$ cat config.mk
export PLATFORM = sky130hd
export DESIGN_NAME = execute_out_buffer
export DESIGN_NICKNAME = d
export VERILOG_FILES = /design/src/rtl/execute_out_buffer.sv
export SDC_FILE = /design/constraint.sdc
export NUM_CORES = 1
export LEC_CHECK = 0
export ABC_CLOCK_PERIOD_IN_PS = 20500
export CORE_MARGIN = 2
export CORE_UTILIZATION = 40
export DETAILED_ROUTE_END_ITERATION = 6
export GPL_TIMING_DRIVEN = 0
export PLACE_DENSITY = 0.65
export SLEW_MARGIN = 10
export SYNTH_ARGS = -nofsm -noshare
export SYNTH_HDL_FRONTEND = slang
export SYNTH_SLANG_ARGS = --single-unit
$ cat constraint.sdc
create_clock -name clock -period 20.5 [get_ports clock]
set_input_delay 2.05 -clock clock [delete_from_list [all_inputs] [get_ports clock]]
set_output_delay 2.05 -clock clock [all_outputs]
set_load 0.05 [all_outputs]
$ cat src/rtl/execute_out_buffer.sv
// Execute-stage output FIFO: holds up to DEPTH result bundles for memory/writeback.
// Define EXECUTE_OUT_BUFFER_BYPASS_EN to forward inputs combinationally when empty.
module execute_out_buffer #(
    parameter int unsigned DATA_W = 16,
    parameter int unsigned REG_W  = 3,
    parameter int unsigned DEPTH  = 2
) (
    input  logic                     clock,
    input  logic                     reset,
    input  logic                     flush,
    input  logic                     enable_execute,
    input  logic [1:0]               W_Control_in,
    input  logic                     Mem_Control_in,
    input  logic [DATA_W-1:0]        aluin,
    input  logic [DATA_W-1:0]        pcin,
    input  logic [DATA_W-1:0]        IR_in,
    input  logic [DATA_W-1:0]        M_Data_in,
    input  logic [REG_W-1:0]         dr_in,
    input  logic [REG_W-1:0]         sr1_in,
    input  logic [REG_W-1:0]         sr2_in,
    input  logic [2:0]               NZP_in,
    output logic                     in_ready,
    output logic                     enable_execute_out,
    input  logic                     out_ready,
    output logic [1:0]               W_Control_out,
    output logic                     Mem_Control_out,
    output logic [DATA_W-1:0]        aluout,
    output logic [DATA_W-1:0]        pcout,
    output logic [REG_W-1:0]         dr,
    output logic [REG_W-1:0]         sr1,
    output logic [REG_W-1:0]         sr2,
    output logic [DATA_W-1:0]        IR_Exec,
    output logic [2:0]               NZP,
    output logic [DATA_W-1:0]        M_Data,
    output logic [$clog2(DEPTH):0]   count
);

    localparam int unsigned PTR_W    = $clog2(DEPTH);
    localparam int unsigned CNT_W    = PTR_W + 1;
    localparam int unsigned BUNDLE_W = 6 + 4 * DATA_W + 3 * REG_W;

    logic [BUNDLE_W-1:0] mem [DEPTH];
    logic [PTR_W-1:0]    wr_ptr;
    logic [PTR_W-1:0]    rd_ptr;
    logic [CNT_W-1:0]    count_q;
    logic [BUNDLE_W-1:0] bundle_in;
    logic [BUNDLE_W-1:0] head;
    logic [BUNDLE_W-1:0] bundle_out;
    logic                head_valid;
    logic                out_valid;
    logic                push;
    logic                pop;

    assign bundle_in = {W_Control_in, Mem_Control_in, aluin, pcin, IR_in, M_Data_in,
                        dr_in, sr1_in, sr2_in, NZP_in};

    assign head_valid = (count_q != '0);
    // Registered count only, so out_ready never reaches in_ready combinationally.
    assign in_ready   = (count_q != CNT_W'(DEPTH));

`ifdef EXECUTE_OUT_BUFFER_BYPASS_EN
    assign out_valid = head_valid | (enable_execute & ~flush);
    assign head      = head_valid ? mem[rd_ptr] : bundle_in;
`else
    assign out_valid = head_valid;
    assign head      = mem[rd_ptr];
`endif

    assign bundle_out = out_valid ? head : '0;
    assign {W_Control_out, Mem_Control_out, aluout, pcout, IR_Exec, M_Data,
            dr, sr1, sr2, NZP} = bundle_out;

    assign enable_execute_out = out_valid;
    assign count              = count_q;

    assign push = enable_execute & in_ready & ~flush;
    assign pop  = out_valid & out_ready & ~flush;

    // A bypassed bundle is pushed and popped together, so it never occupies a slot.
    always_ff @(posedge clock) begin
        if (reset) begin
            wr_ptr  <= '0;
            rd_ptr  <= '0;
            count_q <= '0;
        end else if (flush) begin
            wr_ptr  <= '0;
            rd_ptr  <= '0;
            count_q <= '0;
        end else begin
            if (push) begin
                wr_ptr <= wr_ptr + PTR_W'(1);
            end
            if (pop) begin
                rd_ptr <= rd_ptr + PTR_W'(1);
            end
            if (push && !pop) begin
                count_q <= count_q + CNT_W'(1);
            end else if (pop && !push) begin
                count_q <= count_q - CNT_W'(1);
            end
        end
    end

    // Storage is never cleared; occupancy alone decides what is live.
    always_ff @(posedge clock) begin
        if (push) begin
            mem[wr_ptr] <= bundle_in;
        end
    end

endmodule

==> impl_metrics.csv <==
group,metric,value,unit
grt,gr-usage-all-layers,0.158,
drt,firstDrtPassIters,4,
grt,globalRoute.totalOverflow,0,
grt,via_count_of_the_first_global_routing_pass,3836,
critical_path,critical_path_buf_inv_count,2,
layout,fraction_of_layout_cells_with_a_size_suffix_above_1,0.111,
synthesis,syn_nets,448,
power,swShare,0.232,
synthesis,synth-simple-area-share,0.0586,
sta,hold-worst-slack,0.516,ns
synthesis,synthesis.instances,363,
synthesis,yosys.cell_types.count,18,
power,netSwitchingPower,0.183,mW
place,placer_s_final_routability_congestion_estimate,0.738,
cts,cts.clk_slew.worst_paths,0.06,ns
layout,area_growth,43.1,%
drt,routed_wire_length_per_instance,16.7,um
drt,post-route-drc-count,0,
floorplan,floorplan.initialDensity,0.409,
synthesis,yosysTopAreaCellShare,0.767,
grt,antenna_found_initial,0,
sta,final-max-slew-violation-count,0,
critical_path,critPathLaunchType,"flop",
place,buffer_ports.inserted,166,
floorplan,dieHeight,128,um
cts,htree_num_levels,4,
sta,timing.final.hold_violations,0,
power,p_clk_frac,0.403,
place,placedCellCount,733,
critical_path,cp_cell_sequence,"nor2_1, buf_2, nor2_1, clkdlybuf4s50_1",
cts,clock_sinks,163,
synthesis,largest_family_of_logic_cells_by_synthesized_area,"multiplexers",
grt,grt_first_pass_wirelength,19300,um
drt,ant_nets,0,
sta,period_share,0.229,
cts,tritoncts_clock_tree,"yes",
run,max-cap-violations,0,
floorplan,dieArea,16500,um^2
min_path,hold_path_class,"flop to flop",
layout,layout_common_cells,"clkdlybuf4s50_1 (166), edfxtp_1 (158), nor2_1 (84)",
layout,finish.utilization,0.585,
sta,clock_skew,0.00742,ns
synthesis,yosys.area_share.xor_xnor,0.00425,
cts,post_cts_setup_driven_buffer_insertion_count,0,
synthesis,muxShareOfSynthArea,0.128,
synthesis,synth_compound_area_frac,0.00404,
power,vdd_ir_drop_max,0.0512,mV
sta,setup_tns,0,ns
grt,grt_max_degree,17,
cts,clk-insertion-delay-late,0.42,ns
drt,dr_vias,3628,
sta,rsz0062_at_grt,"no",
floorplan,ios,167,
critical_path,required,18.45,ns
synthesis,synthesis.area,6190,um^2
outcome,run_status,"complete, no violations",
cts,tritoncts.num_buffers,17,
synthesis,ys_seq_area_frac,0.783,
sta,final_period_minus_worst_setup_slack,4.69,ns
critical_path,crit_type,"flop to primary output",
sta,worst-slew-pin-transition,0.859,ns
floorplan,core_area,15100,um^2
power,power.leakage,2.89,nW
synthesis,synth-seq-cells,163,
power,cellInternalPower,0.605,mW
synthesis,synth_warnings,0,
cts,cts_hold_fix_bufs,0,
synthesis,synth_adder_area_share,0.00202,
critical_path,critPathTopFamily,"buffers and inverters",
drt,drtIter0Drc,179,
layout,layout.cells.most_common,"clkdlybuf4s50_1",
place,half_perimeter_wire_length_of_the_detailed_placement_result,8930,um
synthesis,syn-mean-instance-area,17.0,um^2
synthesis,post_synth_main_area_contributors,"edfxtp_1 (77%), mux2i_1 (13%), nor2_1 (5.1%), dfxtp_1 (1.6%), buf_4 (0.85%)",
layout,area_of_all_sequential_standard_cells,4840,um^2
power,combinationalPowerShare,0.115,
power,p_per_area,89.0,nW/um^2
layout,multiInputGateArea,1230,um^2
synthesis,yosys.area.top_type,"edfxtp_1",
floorplan,die-width,128,um
sta,slew-limit-headroom,0.425,
layout,num_antenna_cells,0,
drt,drt_wl_total,12800,um
sta,clock.fmax,213,MHz
layout,fillerInstances,1190,
critical_path,arrival,2.64,ns
cts,ctsLongestPathBuffers,2,
critical_path,crit_path_top_delay_cell,"clkdlybuf4s50_1",
sta,setup_viol_count_final,0,
critical_path,most_frequent_cell_on_critical_path,"nor2_1",
layout,finalNonFillerCells,765,
layout,finalNetCount,649,
cts,count_of_instances_resized_after_the_clock_tree_is_built,0,
power,seq_power_share,0.481,
critical_path,timing.critical_path.slowest_cell_delay,0.74,ns
floorplan,core.rowCount,45,
cts,clock-root-buffer,"clkbuf_16",
critical_path,timing.critical_path.to_type,"primary output",
power,totalPowerFinal,0.788,mW
drt,route.detailed.vias_per_inst,4.74,
critical_path,worstPathMaxFanout,10,
## flip-flops by register name, summed over array words and instances, names as in the netlist, named ones only
signal,flops
count,2
mem,158
wr_ptr,1
rd_ptr,1
## final cells by class
type	instances	share of cell area
Sequential cell	163	0.547
Timing Repair Buffer	182	0.206
Multi-Input combinational cell	180	0.139
Clock buffer	19	0.0489
Tap cell	188	0.0266
Clock inverter	13	0.0182
Buffer	17	0.0130
Inverter	3	0.00127
## power by group through the flow
| stage | Combinational, mW | Sequential (mW) | Clock, mW |
|---|---|---|---|
| after CTS | 0.0921 | 0.379 | 0.324 |
| final | 0.0909 | 0.379 | 0.318 |
| after detailed placement | 0.0916 | 0.386 | 0 |
| after global placement | 0.0873 | 0.389 | 0 |
| after floorplan | 0.0477 | 0.389 | 0 |
| after global routing | 0.0963 | 0.380 | 0.338 |
## worst min-delay path: stages (launching register included)
cell     delay (ns)
dfxtp_1        0.33
o21ai_0        0.08
a21oi_1        0.06
## per-layer routing
layer	vias to the layer above	global-route usage	part of all wire
met2	120	0.260	0.49
met1	1742	0.189	0.43
met4	0	0.0814	0.024
met5	-	0	0
li1	1742	-	-
met3	24	0.0445	0.053
## cell usage after synthesis (all sizes together)
| cell | instances |
|---|---|
| xor2 | 3 |
| nor2 | 84 |
| inv | 3 |
| buf | 17 |
| or3 | 2 |
| edfxtp | 158 |
| ha | 1 |
| dfxtp | 5 |
| nor2b | 1 |
| or2 | 2 |
| nor3b | 1 |
| o21ai | 3 |
| nor3 | 1 |
| nand2 | 1 |
| mux2i | 79 |
| a21oi | 2 |
## cell families after synthesis
family | Yosys count
simple gates | 92
compound gates | 5
fa+ha+maj | 1
xor+xnor | 3
mux | 79
flops | 163
buf+inv | 20
## metrics by stage
step	area [um^2]	setup slack (ns)
2_1_floorplan	6190	11.96
3_3_place_gp	8090	8.09
3_5_place_dp	8260	15.95
4_1_cts	8850	15.64
5_1_grt	8850	15.58
6_report	8850	15.81
## final timing paths
| path | from | end | slack [ns] | cells after the start |
|---|---|---|---|---|
| worst min-delay path | wr_ptr$_SDFFE_PP0P_ | wr_ptr$_SDFFE_PP0P_ | 0.52 | 2 |
| worst max-delay path | count[0]$_SDFFE_PP0P_ | aluout[15] | 15.81 | 4 |
| worst min register to register | wr_ptr$_SDFFE_PP0P_ | wr_ptr$_SDFFE_PP0P_ | 0.52 | 2 |
| worst max register to register | count[0]$_SDFFE_PP0P_ | mem[1][49]$_DFFE_PP_ | 17.91 | 8 |
(Power assumes the default switching activity.)
